===== src/rtl/contador_bcd.sv =====
// Two-digit BCD up/down counter with guarded synchronous load and terminal-count flag.
// Optional down counting is enabled by defining CONTADOR_BCD_DOWN_EN.
module contador_bcd #(
  parameter int unsigned LIMITE = 99
) (
  input  logic       clk,
  input  logic       rst_n,
  input  logic       en,
  input  logic       ld,
  input  logic [7:0] d_in,
  input  logic       dn,
  output logic       H,
  output logic       G,
  output logic       F,
  output logic       E,
  output logic [3:0] dez,
  output logic       tc,
  output logic       ld_err
);

  localparam int unsigned DW = 4;
  localparam int unsigned VW = 8;
  localparam logic [DW-1:0] LIM_T = DW'(LIMITE / 10);
  localparam logic [DW-1:0] LIM_U = DW'(LIMITE % 10);
  localparam logic [VW-1:0] LIM_V = VW'(LIMITE);

  typedef struct packed {
    logic [DW-1:0] tens;
    logic [DW-1:0] units;
  } bcd_t;

  bcd_t state_q, state_d;
  bcd_t load_s, inc_s;
  logic err_q, err_d;
  logic at_lim;
  logic ld_ok;
  logic [VW-1:0] load_val;

  assign load_s   = bcd_t'(d_in);
  assign at_lim   = (state_q.tens == LIM_T) && (state_q.units == LIM_U);
  // Decimal value only meaningful when both nibbles are valid digits.
  assign load_val = (VW'(load_s.tens) * VW'(10)) + VW'(load_s.units);
  assign ld_ok    = (load_s.tens <= DW'(9)) && (load_s.units <= DW'(9)) &&
                    (load_val <= LIM_V);

  // Up-count successor with decimal carry and wrap at LIMITE.
  always_comb begin
    inc_s = state_q;
    if (at_lim) begin
      inc_s = '0;
    end else if (state_q.units == DW'(9)) begin
      inc_s.units = '0;
      inc_s.tens  = state_q.tens + DW'(1);
    end else begin
      inc_s.units = state_q.units + DW'(1);
    end
  end

`ifdef CONTADOR_BCD_DOWN_EN
  bcd_t dec_s;
  logic at_zero;

  assign at_zero = (state_q == '0);

  // Down-count successor with decimal borrow and wrap to LIMITE.
  always_comb begin
    dec_s = state_q;
    if (at_zero) begin
      dec_s.tens  = LIM_T;
      dec_s.units = LIM_U;
    end else if (state_q.units == '0) begin
      dec_s.units = DW'(9);
      dec_s.tens  = state_q.tens - DW'(1);
    end else begin
      dec_s.units = state_q.units - DW'(1);
    end
  end

  assign tc = en & ~ld & ((~dn & at_lim) | (dn & at_zero));
`else
  logic unused_dn;

  assign unused_dn = dn;
  assign tc        = en & ~ld & at_lim;
`endif

  // Next state: load has priority over count; a bad load holds and flags.
  always_comb begin
    state_d = state_q;
    err_d   = 1'b0;
    if (ld) begin
      if (ld_ok) begin
        state_d = load_s;
      end else begin
        err_d = 1'b1;
      end
    end else if (en) begin
`ifdef CONTADOR_BCD_DOWN_EN
      state_d = dn ? dec_s : inc_s;
`else
      state_d = inc_s;
`endif
    end
  end

  always_ff @(posedge clk or negedge rst_n) begin
    if (!rst_n) begin
      state_q <= '0;
      err_q   <= 1'b0;
    end else begin
      state_q <= state_d;
      err_q   <= err_d;
    end
  end

  assign {H, G, F, E} = state_q.units;
  assign dez          = state_q.tens;
  assign ld_err       = err_q;

endmodule


===== config.mk =====
export PLATFORM = sky130hd
export DESIGN_NAME = contador_bcd
export DESIGN_NICKNAME = d
export VERILOG_FILES = /design/src/rtl/contador_bcd.sv
export SDC_FILE = /design/constraint.sdc
export NUM_CORES = 1
export LEC_CHECK = 0
export BUFFER_PORTS_ARGS = -buffer_cell sky130_fd_sc_hd__buf_2
export CAP_MARGIN = 20
export CELL_PAD_IN_SITES_DETAIL_PLACEMENT = 0
export CELL_PAD_IN_SITES_GLOBAL_PLACEMENT = 2
export CORE_ASPECT_RATIO = 1.5
export CORE_UTILIZATION = 34
export DETAILED_ROUTE_END_ITERATION = 8
export PLACE_DENSITY = 0.85
export SYNTH_ARGS = -nofsm -noshare
export SYNTH_HDL_FRONTEND = slang
export SYNTH_SLANG_ARGS = --single-unit

===== constraint.sdc =====
create_clock -name clk -period 3.11 [get_ports clk]
set_clock_uncertainty 0.1 [all_clocks]
set_input_delay 0 -clock clk [delete_from_list [all_inputs] [get_ports clk]]
set_output_delay 0 -clock clk [all_outputs]
set_load 0.1 [all_outputs]

After elaboration in Yosys (flattened, before gate mapping). Cells that the tools add are included.

$lt $le $gt $ge: 3. Bitwise operators: 3. Equal/unequal tests: 3. Reduce and logical (&&, ||, !) cells: 7. Add/subtract/negate cells: 3. $mul: 1. Mux-type cells: 8.

Operator list (number): $mux W8 (4); $add A4 B1 Y4 const B (2); $add A8 B4 Y8 (1); $eq A4 B4 Y1 const B (2); $le A4 B4 Y1 const B (2); $le A8 B7 Y1 const B (1); $mux W4 (2); $mul A4 B3 Y7 const B (1); $logic_and A1 B1 Y1 (3); $reduce_and A3 Y1 (1); $reduce_bool A3 Y1 (1); $and A1 B1 Y1 (2); $mux W1 (2); $ne A2 B1 Y1 const B (1); $reduce_and A2 Y1 (1); $reduce_bool A2 Y1 (1); $not A1 Y1 (1).

Register bits: 9. Output and inout bits: 10. Word-level logic and storage cells: 31. Bits of input ports: 13.

Longest topological paths before layout.
Depth in word-level cells: 6. Gate-level depth with buffers: 9. Depth with buffers taken out: 9.

Worst setup path after synthesis. No wires, ideal clock.

Kind: input to register. Start point: input d_in[5]. End point: register state_q (netlist bit F). Cell stages on the path: 9. Path buffers: 0. Library setup time: 0.126 ns. Arrival time: 2.243 ns. Setup slack: 0.641 ns. Cells stage by stage: ha_1 -> ha_1 -> fa_1 -> nand2_1 -> a2111o_1 -> a21oi_1 -> a211oi_4 -> and2_4 -> a221o_1.

Word-level cells in the longest chain between the ends: 6. Elaborated cells on any way between the ends: 8.

RTL lines: start, declared (RTL line 10) `input logic [7:0] d_in,`; $mul A4 B3 Y7 (RTL line 42) `assign load_val = (VW'(load_s.tens) * VW'(10)) + VW'(load_s.units);`; $add A8 B4 Y8 (RTL line 42); $le A8 B7 Y1 (RTL line 44) `(load_val <= LIM_V);`; $logic_and A1 B1 Y1 (*) (RTL line 43) `assign ld_ok = (load_s.tens <= DW'(9)) && (load_s.units <= DW'(9)) &&`; $ne A2 B1 Y1 (no source line) (*); $reduce_and A2 Y1 (no source line) (*); end signal, assigned (RTL line 111) `state_q <= state_d;`; end, declared (RTL line 32) `bcd_t state_q, state_d;`.

Every way passes the cells marked *; elsewhere a longest branch is shown, timed or not. A chain may end at the register's enable or synchronous reset.

Worst setup path after layout.
Start point: input d_in[4]. End point: register state_q (netlist bit G).

The elaborated chain is that of the path after synthesis.

==> impl_metrics.toml <==
[clock_network]
postCtsSetupRepairBufs = 0
clk_path_buf_depth = 2
cts_tree = "done"
post_cts_resized = 0
clkLatencyLatePin_ns = 0.23
clk_pin_slew_ns = 0.05
root_buffer = "clkbuf_8"
cts_sinks = 9
cts_buffers = 3
h-tree-depth = 1

[logic_synthesis]
yosysWarnings = 0
synth_seq_area_share_pct = 23.2
synth_edf_count = 0
synth_simple_gate_area_share_pct = 21.0
synthArstFlopShare_pct = 100
synth_area_leaders = "dfrtp_1, ha_1, a21oi_1"
synth-seq-cells = 9
synth_largest_area_cell = "dfrtp_1"
synthAdderAreaFrac_pct = 17.0
ys.flop_type = "dfrtp_1"
synthMuxAreaShare_pct = 1.03
netlist_instances = 109
netlist_area_sq_um = 972
synth_compound_area_share_pct = 30.5
synthXorXnorAreaFrac_pct = 2.70
syn_area_per_cell_sq_um = 8.92
synthesis.nets = 134
synth_top_family_by_area = "compound AO/OA/AOI/OAI gates"
synth_cell_types = 42
synth_top_area_share_pct = 23.2

[place]
placed_cell_area_sq_mm = 0.00112
place.gp.congestion = 0.767
port_buffers = 21
dp_hpwl_mm = 1.91

[timing]
timing_hold_violations_final = 0
tightest_slew_ns = 0.476
max_slew_margin_pct = 68.2
slew_viol_final = 0
setup_viol = 0
rsz0062_at_grt = "no"
post-route-min-period_ns = 2.96
fin_crit_sh_pct = 95.1
final.setup.tns_ns = 0
maxClockFrequency_mhz = 338

[setup_path]
crit_buf_inv = 2
crit_fanout = 8
critPathRequiredTime_ns = 3.12
crit_top_cell = "ha_1"
worstSetupPathType = "in2reg"
cp_cell_sequence = "dlygate4sd3_1 -> buf_2 -> ha_1 -> ha_1 -> fa_1 -> nand2_1 -> a2111o_1 -> a21oi_1 -> a211oi_4 -> and2_4 -> a221o_1"
start_kind = "primary input"
worstPathArrival_ns = 2.97
cp_top_family = "compound AO/OA/AOI/OAI gates"
critPathCaptureType = "flip-flop"
crit_slowest_cell = "fa_1"
ff2ff_setup_slack_ns = 1.17
max_stage_delay_ns = 0.55

[grt]
grt_pass1_wl_mm = 4.08
grt_overflow = 0
track_usage_pct = 18.4
grt_pass1_vias = 911
grt_max_degree = 13
antenna_found_initial = 0

[job]
maxCapViolCount = 0

[run_status]
status = "finished clean"

[floorplanning]
initial_core_util_pct = 35.9
die_area_sq_mm = 0.00308
core_area_sq_mm = 0.00271
die_h_microns = 67.5
io_pins = 23
die_x_microns = 45.7
rows = 23

[detailed_routing]
wl_per_cell_microns = 13.8
route.vias.total = 935
vias_per_cell = 5.34
ant_nets = 0
drt_iter0_markers = 24
drc_errors = 0
drt_first_pass_iters = 4
totalWireLength_mm = 2.41

[cells_and_area]
area_delta_synth_final_pct = 25.4
final_common_cell = "buf_2"
final_cell_mix = "buf_2, inv_1, ha_1"
diodes = 0
nets = 164
fill_cells = 295
multi_input_area_sq_um = 702
ff_latch_area_sq_um = 225
drive_above_1_share_pct = 21.7
final_area_sq_mm = 0.00122

[power]
vdd_ir_drop_max_mv = 0.530
p_per_area_mw_per_mm2 = 926
p_leak_nw = 0.569

[hold_path]
hold_path_class = "in2reg"
## layer usage
layer  track usage (%)  wire length, microns
met5                 0                     0
met4              10.2                    60
met3              1.60                    87
met2              31.8                  1230
met1              21.5                  1040
## what timing repair did
item,CTS,global route
endpoints found under the hold margin,13,0
endpoints found under the setup margin,0,0
hold buffers,5,0
## where the power goes
part	switching (W)	internal (W)	total (W)
combinational	0.000555	0.000187	0.000742
clock	0.0000490	0.0000896	0.000139
sequential	0.0000793	0.000168	0.000247
total	0.000683	0.000445	0.00113
## area by class of cell
| type | count | share of cell area [%] |
|---|---|---|
| Multi-Input combinational cell | 88 | 57.6 |
| Sequential cell | 9 | 18.5 |
| Timing Repair Buffer | 27 | 13.3 |
| Tap cell | 37 | 3.80 |
| Clock buffer | 4 | 3.70 |
| Inverter | 10 | 3.08 |
## final timing paths
check | depth (start not counted) | end | from
worst max register to register | 4 | dez[3] | F
worst min register to register | 2 | dez[1] | dez[1]
max in group asynchronous | 2 | F | rst_n
worst min-delay path | 2 | H | ld
worst max-delay path | 11 | G | d_in[4]
min in group asynchronous | 2 | dez[2] | rst_n
## registers in the layout, indices dropped and copies added (netlist names)
name,flops
H,1
F,1
G,1
E,1
dez,4
ld_err,1
## metrics by stage
| stage | hold WS (ns) | power, W | setup slack, ns | util (%) | cells |
|---|---|---|---|---|---|
| 3_5_place_dp | -0.226 | 0.000989 | 0.335 | 41.5 | 166 |
| 2_1_floorplan | -0.396 | 0.000857 | 0.641 | - | 109 |
| 3_3_place_gp | -0.226 | 0.000985 | 0.319 | 41.5 | 166 |
| 4_1_cts | 0.00656 | 0.00114 | 0.163 | 45.1 | 175 |
| 5_1_grt | 0.0324 | 0.00120 | 0.0314 | 45.1 | 175 |
| 6_report | 0.00617 | 0.00113 | 0.153 | 45.1 | 175 |
## kinds of logic after synthesis
| family | count (synthesis) |
|---|---|
| compound gates | 36 |
| xor+xnor | 3 |
| fa+ha+maj | 12 |
| buf+inv | 12 |
| flops | 9 |
| mux | 1 |
| simple gates | 36 |
## cells in the mapped netlist (all sizes together), types with 3 or more instances
cell,count
nand2b,4
inv,10
and2,3
a21o,3
dfrtp,9
and3,3
a221o,3
o21ai,5
nand3,5
nor2,7
nand2,5
ha,10
a21oi,9
Note: power is estimated with default switching activity, not from simulation.
